[config.mk]
export PLATFORM = sky130hd
export DESIGN_NAME = dmem_arbiter
export DESIGN_NICKNAME = d
export VERILOG_FILES = /design/src/rtl/dmem_arbiter.sv
export SDC_FILE = /design/constraint.sdc
export NUM_CORES = 1
export LEC_CHECK = 0
export CORE_AREA = 2 2 121 123
export CTS_CLUSTER_DIAMETER = 30
export DETAILED_ROUTE_END_ITERATION = 10
export DIE_AREA = 0 0 123 125
export PLACE_DENSITY = 0.74
export SLEW_MARGIN = 15
export SYNTH_ARGS = -nofsm -noshare
export SYNTH_HDL_FRONTEND = slang
export SYNTH_SLANG_ARGS = --single-unit
[constraint.sdc]
create_clock -name clk -period 2.2 [get_ports clk]
set_clock_uncertainty 0.1 [all_clocks]
set_input_delay 0.33 -clock clk [delete_from_list [all_inputs] [get_ports clk]]
set_output_delay 0.33 -clock clk [all_outputs]
set_load 0.03 [all_outputs]
[src/rtl/dmem_arbiter.sv]
// dmem_arbiter: two-port fixed-priority arbiter with port-1 anti-starvation in front of single-port data memory.
// Optional DMEM_ARB_ALIGN_CHECK_EN blocks misaligned accesses and reports them on err0/err1.
package dmem_pkg;
  typedef enum logic [3:0] {
    MEM_NOP, MEM_SB, MEM_SH, MEM_SW, MEM_LB, MEM_LH, MEM_LW, MEM_LBU, MEM_LHU
  } mem_op_t;
endpackage

module dmem_arbiter
  import dmem_pkg::*;
#(
  parameter int MAX_WAIT = 4,
  parameter int CNT_W    = 8
) (
  input  logic        clk,
  input  logic        rst,
  input  logic        req0,
  input  logic        req1,
  input  logic        we0,
  input  logic        we1,
  input  mem_op_t     op0,
  input  mem_op_t     op1,
  input  logic [31:0] addr0,
  input  logic [31:0] addr1,
  input  logic [31:0] wdata0,
  input  logic [31:0] wdata1,
  output logic        gnt0,
  output logic        gnt1,
  output logic        rvalid0,
  output logic        rvalid1,
  output logic [31:0] rdata0,
  output logic [31:0] rdata1,
  output logic        err0,
  output logic        err1,
  output logic        mem_wr_en,
  output mem_op_t     mem_ctrl,
  output logic [31:0] mem_addr,
  output logic [31:0] mem_data_in,
  input  logic [31:0] mem_data_out
);
  localparam logic [CNT_W-1:0] MW = CNT_W'(MAX_WAIT);
  logic [CNT_W-1:0] cnt;
  logic force_q, we, bad;
  mem_op_t op;
  logic [31:0] addr, rd;
  assign gnt1 = req1 & (force_q | ~req0);
  assign gnt0 = req0 & ~gnt1;
  always_comb begin
    op   = gnt1 ? op1 : gnt0 ? op0 : MEM_NOP;
    we   = gnt1 ? we1 : gnt0 & we0;
    addr = gnt1 ? addr1 : gnt0 ? addr0 : '0;
    mem_data_in = gnt1 ? wdata1 : gnt0 ? wdata0 : '0;
  end
`ifdef DMEM_ARB_ALIGN_CHECK_EN
  assign bad = ((op == MEM_SH || op == MEM_LH || op == MEM_LHU) & addr[0]) |
               ((op == MEM_SW || op == MEM_LW) & (|addr[1:0]));
`else
  assign bad = 1'b0;
`endif
  assign mem_wr_en = we & ~bad;
  assign mem_ctrl  = bad ? MEM_NOP : op;
  assign mem_addr  = addr;
  // stores and blocked accesses answer with zero data
  assign rd = (we | bad) ? '0 : mem_data_out;
  always_ff @(posedge clk or posedge rst) begin
    if (rst) begin
      rvalid0 <= 1'b0;
      rvalid1 <= 1'b0;
      rdata0  <= '0;
      rdata1  <= '0;
      err0    <= 1'b0;
      err1    <= 1'b0;
      cnt     <= '0;
      force_q <= 1'b0;
    end else begin
      rvalid0 <= gnt0;
      rvalid1 <= gnt1;
      if (gnt0) {rdata0, err0} <= {rd, bad};
      if (gnt1) {rdata1, err1} <= {rd, bad};
      cnt     <= (gnt1 | ~req1) ? '0 : (cnt == MW) ? cnt : cnt + 1'b1;
      force_q <= req1 & ~gnt1 & (cnt == MW);
    end
  end
endmodule

Yosys cells after proc, flatten, opt, wreduce, memory -nomap -nowiden
Index checks and enable logic that the tools add are counted.
{"block": "word_totals", "reg_bits": 75, "input_bits": 174}
{"block": "classes", "add_sub_neg": 1, "n_eq_ne": 2, "muxes": 10, "bitwise": 10}
{"cell": "$mux 32", "count": 5}
{"cell": "$mux 8", "count": 2}
{"cell": "$add 8x1->8 const B", "count": 1}
{"cell": "$eq 8x3->1 const B", "count": 1}
{"cell": "$mux 4", "count": 2}
{"cell": "$and 1x1->1", "count": 5}
{"cell": "$not 1->1", "count": 3}
{"cell": "$ne 2x2->1 const B", "count": 1}
{"cell": "$or 1x1->1", "count": 2}
{"cell": "$mux 1", "count": 1}

Logic depth before layout (Yosys ltp)
Gate-level depths: netlist (run 1).
{"block": "logic_depth", "depth_word": 8, "depth_mapped": 7, "ltp_nobuf": 5}

Least setup slack after synthesis (run 1)
Ideal clock, no wire load.
{"block": "synth_path", "path_kind": "reg-to-output", "from": "register force_q", "to": "output port mem_wr_en", "t_arrival_ns": 1.741, "t_required_ns": 1.770, "path_slack_ns": 0.029, "path_stages_with_launch": 6, "path_buffers": 2, "cell_sequence": "dfrtp_1 nand2b_1 and2_4 buf_6 buf_2 o21ai_0"}
{"block": "synth_between", "elab_chain_cells": 6}
{"element": "start: declaration", "line_no": "43", "text": "logic force_q, we, bad;"}
{"element": "start signal: assignment", "line_no": "81", "text": "force_q <= req1 & ~gnt1 & (cnt == MW);"}
{"element": "$or 1x1->1 *", "line_no": "46", "text": "assign gnt1 = req1 & (force_q | ~req0);"}
{"element": "$and 1x1->1 *", "line_no": "46"}
{"element": "named net gnt1", "line_no": "28", "text": "output logic gnt1,"}
{"element": "$not 1->1", "line_no": "47", "text": "assign gnt0 = req0 & ~gnt1;"}
{"element": "$and 1x1->1", "line_no": "47"}
{"element": "$and 1x1->1", "line_no": "50", "text": "we = gnt1 ? we1 : gnt0 & we0;"}
{"element": "$mux 1 *", "line_no": "50"}
{"element": "end: declaration", "line_no": "35", "text": "output logic mem_wr_en,"}
The timed path passes the listed nets; every way through them passes the cells marked *.

Worst setup path after layout (run 1)
{"block": "layout_path", "from": "input port req1", "to": "output port mem_addr[15]"}
{"block": "layout_between", "elab_chain_cells": 5}
{"element": "start: declaration", "line_no": "18", "text": "input logic req1,"}
{"element": "$and 1x1->1 *", "line_no": "46"}
{"element": "$not 1->1", "line_no": "47"}
{"element": "$and 1x1->1", "line_no": "47"}
{"element": "$mux 32", "line_no": "51", "text": "addr = gnt1 ? addr1 : gnt0 ? addr0 : '0;"}
{"element": "$mux 32 *", "line_no": "51"}
{"element": "end: declaration", "line_no": "37", "text": "output logic [31:0] mem_addr,"}
Every way passes the cells marked *; elsewhere a longest branch is shown, timed or not.

==> results of run 1 <==
[path summary, 6_finish.rpt]
path,start,endpoint,slack [ps],cells past startpoint
max in group asynchronous,rst,rdata0[20]$_DFFE_PP0N_,1100,3
min reg2reg,rdata0[26]$_DFFE_PP0N_,rdata0[26]$_DFFE_PP0N_,370,2
min,rst,rdata1[23]$_DFFE_PP0P_,290,2
min in group clk,rdata0[26]$_DFFE_PP0N_,rdata0[26]$_DFFE_PP0N_,370,2
max reg2reg,force_q$_DFF_PP0_,rdata1[10]$_DFFE_PP0P_,490,4
max,req1,mem_addr[15],70,6
[flip-flops by register name, summed over array words and instances, names as in the netlist]
register,count
rvalid1,1
rdata1,32
force_q,1
cnt,8
rdata0,32
rvalid0,1
[layout make-up]
| type | count | area share |
|---|---|---|
| sequential | 75 | 0.249 |
| inverter | 5 | 0.00316 |
| tap | 184 | 0.0306 |
| clock buffer | 11 | 0.0322 |
| clock inverter | 5 | 0.00814 |
| multi-input combinational | 272 | 0.258 |
| timing repair buffer | 330 | 0.419 |
[Yosys cell counts (all sizes together)]
cell and instances:
dfrtp 75, nand2 72, a22o 68, nand3b 33, mux2 32, nor2b 32, buf 21, clkbuf 13
inv 5, nand3 5, o21ai 5, a21oi 3, or3 3, ha 2, mux2i 2, nor2 2
a21bo 1, a31oi 1, and2 1, and3b 1, conb 1, nand2b 1, nand4 1, nor3 1
nor3b 1, nor4b 1, o2bb2ai 1, xor2 1
[logic make-up after synthesis]
kind of cell             count (synthesis)  share of synthesized area
buffers and inverters                   39                     0.0622
other                                    1                   0.000922
multiplexers                            34                      0.103
XOR/XNOR                                 1                    0.00215
adder cells (fa/ha/maj)                  2                    0.00615
flip-flops                              75                      0.462
AO/OA/AOI/OAI                           79                      0.162
AND/OR/NAND/NOR                        154                      0.202
[metal layers]
layer  GRT usage  vias up  wire length (um)
li1            -     1978                 -
met1       0.256     2028              6720
met4      0.0488        0               271
met5           0        -                 0
met2       0.371      201              8450
met3      0.0630       19              1340
[cell usage in the layout (no fill, tap or decap), types with 3 or more instances in the layout]
cell type	n
clkdlybuf4s50_1	238
buf_4	84
dfrtp_1	75
nand2_1	72
a22o_1	68
nand3b_1	33
nor2b_1	32
mux2_2	22
mux2_4	10
clkbuf_16	9
buf_12	6
nand3_1	5
o21ai_0	4
clkinvlp_4	4
inv_1	3
or3_1	3
a21oi_1	3
[power breakdown]
part	leakage (nW)	total, mW	switching [mW]	internal, mW
logic	2.27	1.65	0.836	0.815
registers	0.979	1.57	0.0705	1.50
clock network	0.138	1.50	0.582	0.914
[per-stage QoR]
| step | hold WS (ps) | worst slack, ps |
|---|---|---|
| final | 289 | 73.5 |
| after global routing | 325 | 13.2 |
| after CTS | 296 | 40.2 |
| after detailed placement | 356 | -44.3 |
| after global placement | 349 | -27.1 |
| after floorplan | 375 | 29.0 |
[worst max-delay path, cell delays in order]
cell and delay [ps]:
clkdlybuf4s50_1 490, a21bo_1 150, clkinv_2 100, buf_12 180, a22o_1 260, buf_4 170
[timing repair]
| item | 4_1_cts | 5_1_grt |
|---|---|---|
| cloned | 0 | 0 |
| resized for setup | 2 | 1 |
| hold endpoints to repair | 0 | 0 |
| setup endpoints to repair | 2 | 1 |
| buffers inserted | 0 | 0 |
==> flow_metrics.tcl, run 1 <==
set metrics [dict create \
    synth_top_area_cell "dfrtp_1" \
    diodes 0 \
    post-route-period-util 0.967 \
    cts_root_buf "clkbuf_16" \
    avgRoutedWirePerCell_um 19.0 \
    globalplace.congestion 0.822 \
    fmax_mhz 470 \
    synth_seq_cells 75 \
    hold_violations 0 \
    clk_latency_ps 330 \
    synth_top_area_frac 0.462 \
    rsz0062_at_grt "false" \
    drt-initial-drc-count 264 \
    syn_to_final_growth_pct 85.1 \
    maxSlewViolCount 0 \
    p_per_area_nw_per_um2 627 \
    cts_buffer_depth 2 \
    portBuffers 310 \
    ys_warn_count 0 \
    synthesis.area_um2 4070 \
    placed_cell_area_um2 7220 \
    worstPathArrival_ps 1700 \
    cp-end-kind "output port" \
    syn_inst 385 \
    dieArea_um2 15400 \
    start_util 0.286 \
    tightest_slew_ps 518 \
    drive_gt1_frac 0.202 \
    critPathMaxFanout 34 \
    drc 0 \
    gr-total-overflow 0 \
    setup_violations 0 \
    required_ps 1770 \
    drtAntennaViolNets 0 \
    grt_antenna_before_repair 2 \
    routed_wl_mm 16.8 \
    multi_input_area_um2 1940 \
    via_per_inst 4.79 \
    yosysSeqAreaShare 0.462 \
    grt_max_degree 39 \
    track_usage 0.213 \
    htreeDepth 3 \
    ir_worst_vdd_mv 0.340 \
    startpoint_type "primary input" \
    die_w_um 123 \
    hold_buffers 0 \
    fillCellCount 1286 \
    fin_setup_tns_ps 0 \
    core_area_um2 14200 \
    dp_hpwl_mm 13.3 \
    dp_cells 866 \
    cts.clk_slew.worst_paths_ps 60 \
    status "finished, final reports clean" \
    crit_type "primary input to output port" \
    die_y_um 125 \
    final_util 0.530 \
    nets 869 \
    dr.pass1.iters 4 \
    synth_area_leaders "dfrtp_1 46%, a22o_1 15%, nand2_1 6.6%, nand3b_1 6.1%, mux2_2 6.1%" \
    io_pins 313 \
    grt_pass1_wl_mm 25.1 \
    hp-class "primary input to async pin" \
    register_area_um2 1880 \
    ys_types 32 \
    cts_buffers 9 \
    grt_pass1_vias 4365 \
    instances_no_fill 882 \
    p_leak_nw 3.39 \
    max_cap_violations 0 \
    design_area_um2 7530 \
    cts_num_sinks 75 \
    fin_total_pwr_mw 4.72 \
    cts_tree "built" \
    avgSynthCellArea_um2 10.6 \
    max-slew-margin-rel 0.654 \
    dr_total_vias 4226 \
    std_cell_rows 44 \
    fin_crit_ps 2130 \
]
Note: power is estimated with default switching activity, not from simulation.
==> run 2, diff against run 1 <==
--- a/config.mk
+++ b/config.mk
@@ -6,10 +6,11 @@
 export NUM_CORES = 1
 export LEC_CHECK = 0
 export CORE_AREA = 2 2 121 123
-export CTS_CLUSTER_DIAMETER = 30
+export CTS_CLUSTER_DIAMETER = 150
 export DETAILED_ROUTE_END_ITERATION = 10
 export DIE_AREA = 0 0 123 125
 export PLACE_DENSITY = 0.74
+export SETUP_SLACK_MARGIN = 0.2
 export SLEW_MARGIN = 15
 export SYNTH_ARGS = -nofsm -noshare
 export SYNTH_HDL_FRONTEND = slang
==> run 2 against run 1 <==
  * Maximum frequency increased by 0.71%
  * Global-route usage increased by 1.0 points
  * Worst hold slack improved by 71 ps
  * Non-clock buffer count increased by 14
  * Total power decreased by 1.1%
  * Critical endpoint is now mem_ctrl[0]
  * Via count increased by 4.0%
  * Die area unchanged
  * Largest power group unchanged
  * Cell count increased by 1.5%
  * Sequential power about the same
  * Register-to-register slack got worse by 150 ps
  * Wire length increased by 7.1%
==> flow_metrics.tcl, run 2 (same netlist as run 1, synthesis figures left out) <==
set metrics [dict create \
    portBuffers 310 \
    routed_wl_mm 18.0 \
    reg_top3 "rdata0 x32, rdata1 x32, cnt x8" \
    met3_usage 0.0657 \
    syn_to_final_growth_pct 94.6 \
    design_area_um2 7920 \
    max_cap_violations 0 \
    crit_type "flip-flop to output port" \
    drtAntennaViolNets 0 \
    clk_latency_ps 320 \
    ir_worst_vdd_mv 0.371 \
    cts_root_buf "clkbuf_16" \
    p_leak_nw 3.55 \
    layout_setup_ws_ps 88.6 \
    globalplace.congestion 0.878 \
    switching_share 0.314 \
    drive_gt1_frac 0.220 \
    gr-total-overflow 0 \
    cts.clk_slew.worst_paths_ps 60 \
    avgRoutedWirePerCell_um 20.1 \
    fin_setup_tns_ps 0 \
    grt_pass1_wl_mm 26.0 \
    drc 0 \
    grt_pass1_vias 4515 \
    setup_violations 0 \
    crit_family "buffers and inverters" \
    final_util 0.557 \
    hold_buffers 0 \
    maxSlewViolCount 0 \
    die_w_um 123 \
    p_comb_frac 0.379 \
    start_util 0.286 \
    core_area_um2 14200 \
    cts_buffer_depth 2 \
    cp-end-kind "output port" \
    crit_chain "buf_6 > a21bo_4 > clkinv_8 > clkbuf_16 > a22o_1 > buf_4" \
    dieArea_um2 15400 \
    fillCellCount 1242 \
    hp-class "primary input to async pin" \
    grt_max_degree 76 \
    rsz0062_at_grt "true" \
    nets 883 \
    cts_tree "built" \
    required_ps 1770 \
    final_common_cell "clkdlybuf4s50_1" \
    pre_cts_ws_ps 9.93 \
    status "finished, final reports clean" \
    switchingPower_mw 1.47 \
    fin_crit_ps 2110 \
    io_pins 313 \
    grt_antenna_before_repair 2 \
    internal_power_mw 3.20 \
    cts_buffers 9 \
    busiest_layer "met2" \
    fmax_mhz 474 \
    clkPwrFrac 0.285 \
    critPathMaxFanout 10 \
    dr_total_vias 4396 \
    track_usage 0.223 \
    cts_num_sinks 75 \
    drt-initial-drc-count 213 \
    reg2reg_from "force_q$_DFF_PP0_" \
    via_per_inst 4.91 \
    dr.pass1.iters 4 \
    hold-worst-slack_ps 360 \
    die_y_um 125 \
    dp_hpwl_mm 13.9 \
    cp_slowest_stage_delay_ps 380 \
    cp_slowest_cell "dfrtp_1" \
    layout_common_cells "237 x clkdlybuf4s50_1, 75 x dfrtp_1, 72 x nand2_1, 67 x a22o_1, 47 x buf_6" \
    use_met1 0.275 \
    cp-startpoint "force_q$_DFF_PP0_" \
    seqPwrFrac 0.337 \
    critPathBufInv 4 \
    hold_violations 0 \
    worstPathArrival_ps 1680 \
    std_cell_rows 44 \
    post-route-period-util 0.960 \
    p_per_area_nw_per_um2 590 \
    gr-usage-met2 0.375 \
    placed_cell_area_um2 7230 \
    htreeDepth 3 \
    startpoint_type "flip-flop" \
]
[run 2: cell count changes in the layout (fill, tap and decap cells not counted), moves of 2 or more]
cell / delta
buf_16: +3
buf_8: +3
clkinvlp_4: -2
clkbuf_16: +2
buf_4: -39
buf_6: +46
[run 2: worst paths after layout]
kind / cells after the start / slack [ps] / to
min: 3 / 360 / rdata0[19]$_DFFE_PP0N_
max in group asynchronous: 3 / 1320 / rdata1[3]$_DFFE_PP0P_
min in group clk: 2 / 360 / rdata0[11]$_DFFE_PP0N_
max reg2reg: 6 / 340 / rdata1[12]$_DFFE_PP0P_
max: 6 / 90 / mem_ctrl[0]
min reg2reg: 2 / 360 / rdata0[11]$_DFFE_PP0N_
[run 2: metal layers]
metal  share of wire  up-vias
met5         0.00056        -
met4           0.022        2
met3           0.072       29
met2            0.49      222
met1            0.42     2139
li1                -     2004
[run 2: cell type report]
type | instances | area [um^2] | share of cell area
Timing Repair Buffer | 344 | 3530 | 0.447
Antenna cell | 1 | 2.50 | 0.000316
Clock inverter | 2 | 12.5 | 0.00158
Multi-Input combinational cell | 272 | 1970 | 0.248
Clock buffer | 12 | 256 | 0.0324
Tap cell | 184 | 230 | 0.0291
Sequential cell | 75 | 1880 | 0.237
Inverter | 5 | 35.0 | 0.00443
[run 2: per-stage QoR]
step           total power, mW  cells
2_1_floorplan             2.41    386
3_3_place_gp              3.23    871
3_5_place_dp              3.26    871
4_1_cts                   4.69    891
5_1_grt                   4.85    894
6_report                  4.67    895
[run 2: power by group through the flow]
| stage | registers (mW) | clock network [mW] | logic, mW |
|---|---|---|---|
| floorplan | 1.83 | 0 | 0.578 |
| global placement | 1.59 | 0 | 1.65 |
| detailed placement | 1.59 | 0 | 1.66 |
| CTS | 1.57 | 1.37 | 1.75 |
| global route | 1.59 | 1.42 | 1.84 |
| finish | 1.57 | 1.33 | 1.77 |
[run 2: tightest hold or removal path, delay by kind of cell]
kind                   cells  cell delay (ps)
buffers and inverters      3              870
[run 2: what timing repair did]
| item | in CTS | in global routing |
|---|---|---|
| pin swaps | 15 | 5 |
| endpoints found under the setup margin | 70 | 70 |
| buffers inserted | 3 | 1 |
| cloned | 3 | 2 |
| resized for setup | 61 | 6 |
==> run 3, diff against run 2 <==
==> config.mk (replaced) <==
export PLATFORM = sky130hd
export DESIGN_NAME = dmem_arbiter
export DESIGN_NICKNAME = d
export VERILOG_FILES = /design/src/rtl/dmem_arbiter.sv
export SDC_FILE = /design/constraint.sdc
export NUM_CORES = 1
export LEC_CHECK = 0
export CORE_MARGIN = 3
export CORE_UTILIZATION = 31
export CTS_CLUSTER_DIAMETER = 150
export DETAILED_ROUTE_END_ITERATION = 10
export PLACE_DENSITY = 0.78
export SLEW_MARGIN = 15
export SYNTH_ARGS = -nofsm -noshare
export SYNTH_HDL_FRONTEND = slang
export SYNTH_SLANG_ARGS = --single-unit
==> run 3 against run 2 <==
  * Critical path depth did not move
  * Final area fell by 2.5%
  * Non-clock buffer count did not move
  * Worst setup slack got worse by 44 ps
  * Register-to-register slack improved by 80 ps
  * Wire length fell by 1.7%
  * Core utilization rose by 4.9 points
  * Sequential share of layout area rose by 0.60 points
  * Largest cell class unchanged
  * Largest power group unchanged
==> flow_metrics.tcl, run 3 (same netlist as run 1, synthesis figures left out) <==
set metrics [dict create \
    instances_no_fill 884 \
    syn_to_final_growth_pct 89.8 \
    cp_slowest_stage_delay_ps 410 \
    cts_num_sinks 75 \
    grt_pass1_wl_mm 26.0 \
    worstPathArrival_ps 1730 \
    layout_common_cells "237 x clkdlybuf4s50_1, 94 x buf_4, 75 x dfrtp_1, 72 x nand2_1, 67 x a22o_1" \
    final_common_cell "clkdlybuf4s50_1" \
    cpMostUsedCell "buf_12" \
    core_area_um2 12700 \
    via_per_inst 4.87 \
    hold_violations 0 \
    io_pins 313 \
    crit_type "flip-flop to output port" \
    grt_pass1_vias 4584 \
    diodes 0 \
    crit_chain "nand2b_1 > and2_4 > buf_12 > o21ai_2 > buf_4 > buf_12" \
    dp_cells 865 \
    p_leak_nw 3.51 \
    cp-end-kind "output port" \
    max_cap_violations 0 \
    startpoint_type "flip-flop" \
    reg_top3 "rdata0 x32, rdata1 x32, cnt x8" \
    die_w_um 121 \
    cts_buffers 9 \
    dp_hpwl_mm 13.5 \
    std_cell_rows 41 \
    ir_worst_vdd_mv 0.298 \
    dr.pass1.iters 6 \
    dieArea_um2 14500 \
    status "finished, final reports clean" \
    drt-initial-drc-count 425 \
    drive_gt1_frac 0.222 \
    grt_antenna_before_repair 0 \
    cts_buffer_depth 2 \
    start_util 0.320 \
    placed_cell_area_um2 7290 \
    reg2reg_to "rdata1[31]$_DFFE_PP0P_" \
    fin_crit_ps 2160 \
    fmax_mhz 464 \
    clk_latency_ps 330 \
    globalplace.congestion 0.820 \
    drtAntennaViolNets 0 \
    post-route-period-util 0.980 \
    die_y_um 121 \
    avgRoutedWirePerCell_um 20.0 \
    maxSlewViolCount 0 \
    grt_max_degree 76 \
    nets 883 \
    dr_total_vias 4303 \
    track_usage 0.231 \
    hp-class "primary input to async pin" \
    final_util 0.607 \
    routed_wl_mm 17.7 \
    cp_slowest_cell "dfrtp_1" \
    p_per_area_nw_per_um2 623 \
    fin_total_pwr_mw 4.81 \
    gr-total-overflow 0 \
    reg2reg_from "force_q$_DFF_PP0_" \
    htreeDepth 3 \
    required_ps 1770 \
    post-cts-setup-buffer-count 0 \
    rrSetupSlack_ps 420 \
    r2r_cells 5 \
    portBuffers 310 \
    cts_tree "built" \
    cts.clk_slew.worst_paths_ps 60 \
    cts_root_buf "clkbuf_16" \
    design_area_um2 7720 \
    critPathMaxFanout 23 \
    setup_violations 0 \
    drc 0 \
]
-- run 3: per-stage QoR --
step                hold WS, ps  TNS [ps]  worst slack, ps
floorplan                   375         0             29.0
global placement            350      -159            -31.1
detailed placement          359      -138            -38.2
CTS                         371         0             1.39
global route                398     -11.1            -6.44
finish                      364         0             44.3
-- run 3: how the worst max path moves through the flow --
stage / from / endpoint / depth (start not counted)
2_1_floorplan: force_q$_DFF_PP0_ / mem_wr_en / 5
3_3_place_gp: req0 / mem_wr_en / 8
3_5_place_dp: req0 / mem_wr_en / 8
4_1_cts: req0 / mem_wr_en / 8
5_1_grt: force_q$_DFF_PP0_ / mem_data_in[25] / 5
6_report: force_q$_DFF_PP0_ / mem_wr_en / 6
-- run 3: timing repair --
item | CTS | global route
endpoints found under the hold margin | 0 | 0
resized for setup | 4 | 5
endpoints found under the setup margin | 12 | 43
hold buffers | 0 | 0
cloned | 1 | 2
-- run 3: layout make-up --
type	instances	area (um^2)
tap	172	215
multi-input combinational	272	1960
inverter	5	27.5
fill	1080	5000
clock inverter	3	45.0
sequential	75	1880
clock buffer	13	270
timing repair buffer	344	3320
-- run 3: critical path: cells and delay by family, from the launching register on --
| kind | cells | cell delay (ps) |
|---|---|---|
| AOI/OAI and AO/OA | 1 | 160 |
| buffers and inverters | 3 | 430 |
| and+or+nand+nor | 2 | 390 |
| DFF | 1 | 410 |
-- run 3: power by group --
part | total, mW | switching (mW) | leakage (nW) | internal [mW]
clock network | 1.52 | 0.554 | 0.148 | 0.971
logic | 1.71 | 0.861 | 2.38 | 0.847
registers | 1.57 | 0.0734 | 0.979 | 1.50
-- run 3: metal layers --
metal  global-route usage  vias to the layer above  part of all wire
li1                     -                     2006                 -
met1                0.299                     2064              0.41
met2                0.373                      209              0.49
met3               0.0692                       24             0.085
met4               0.0722                        0             0.020
met5                    0                        -                 0
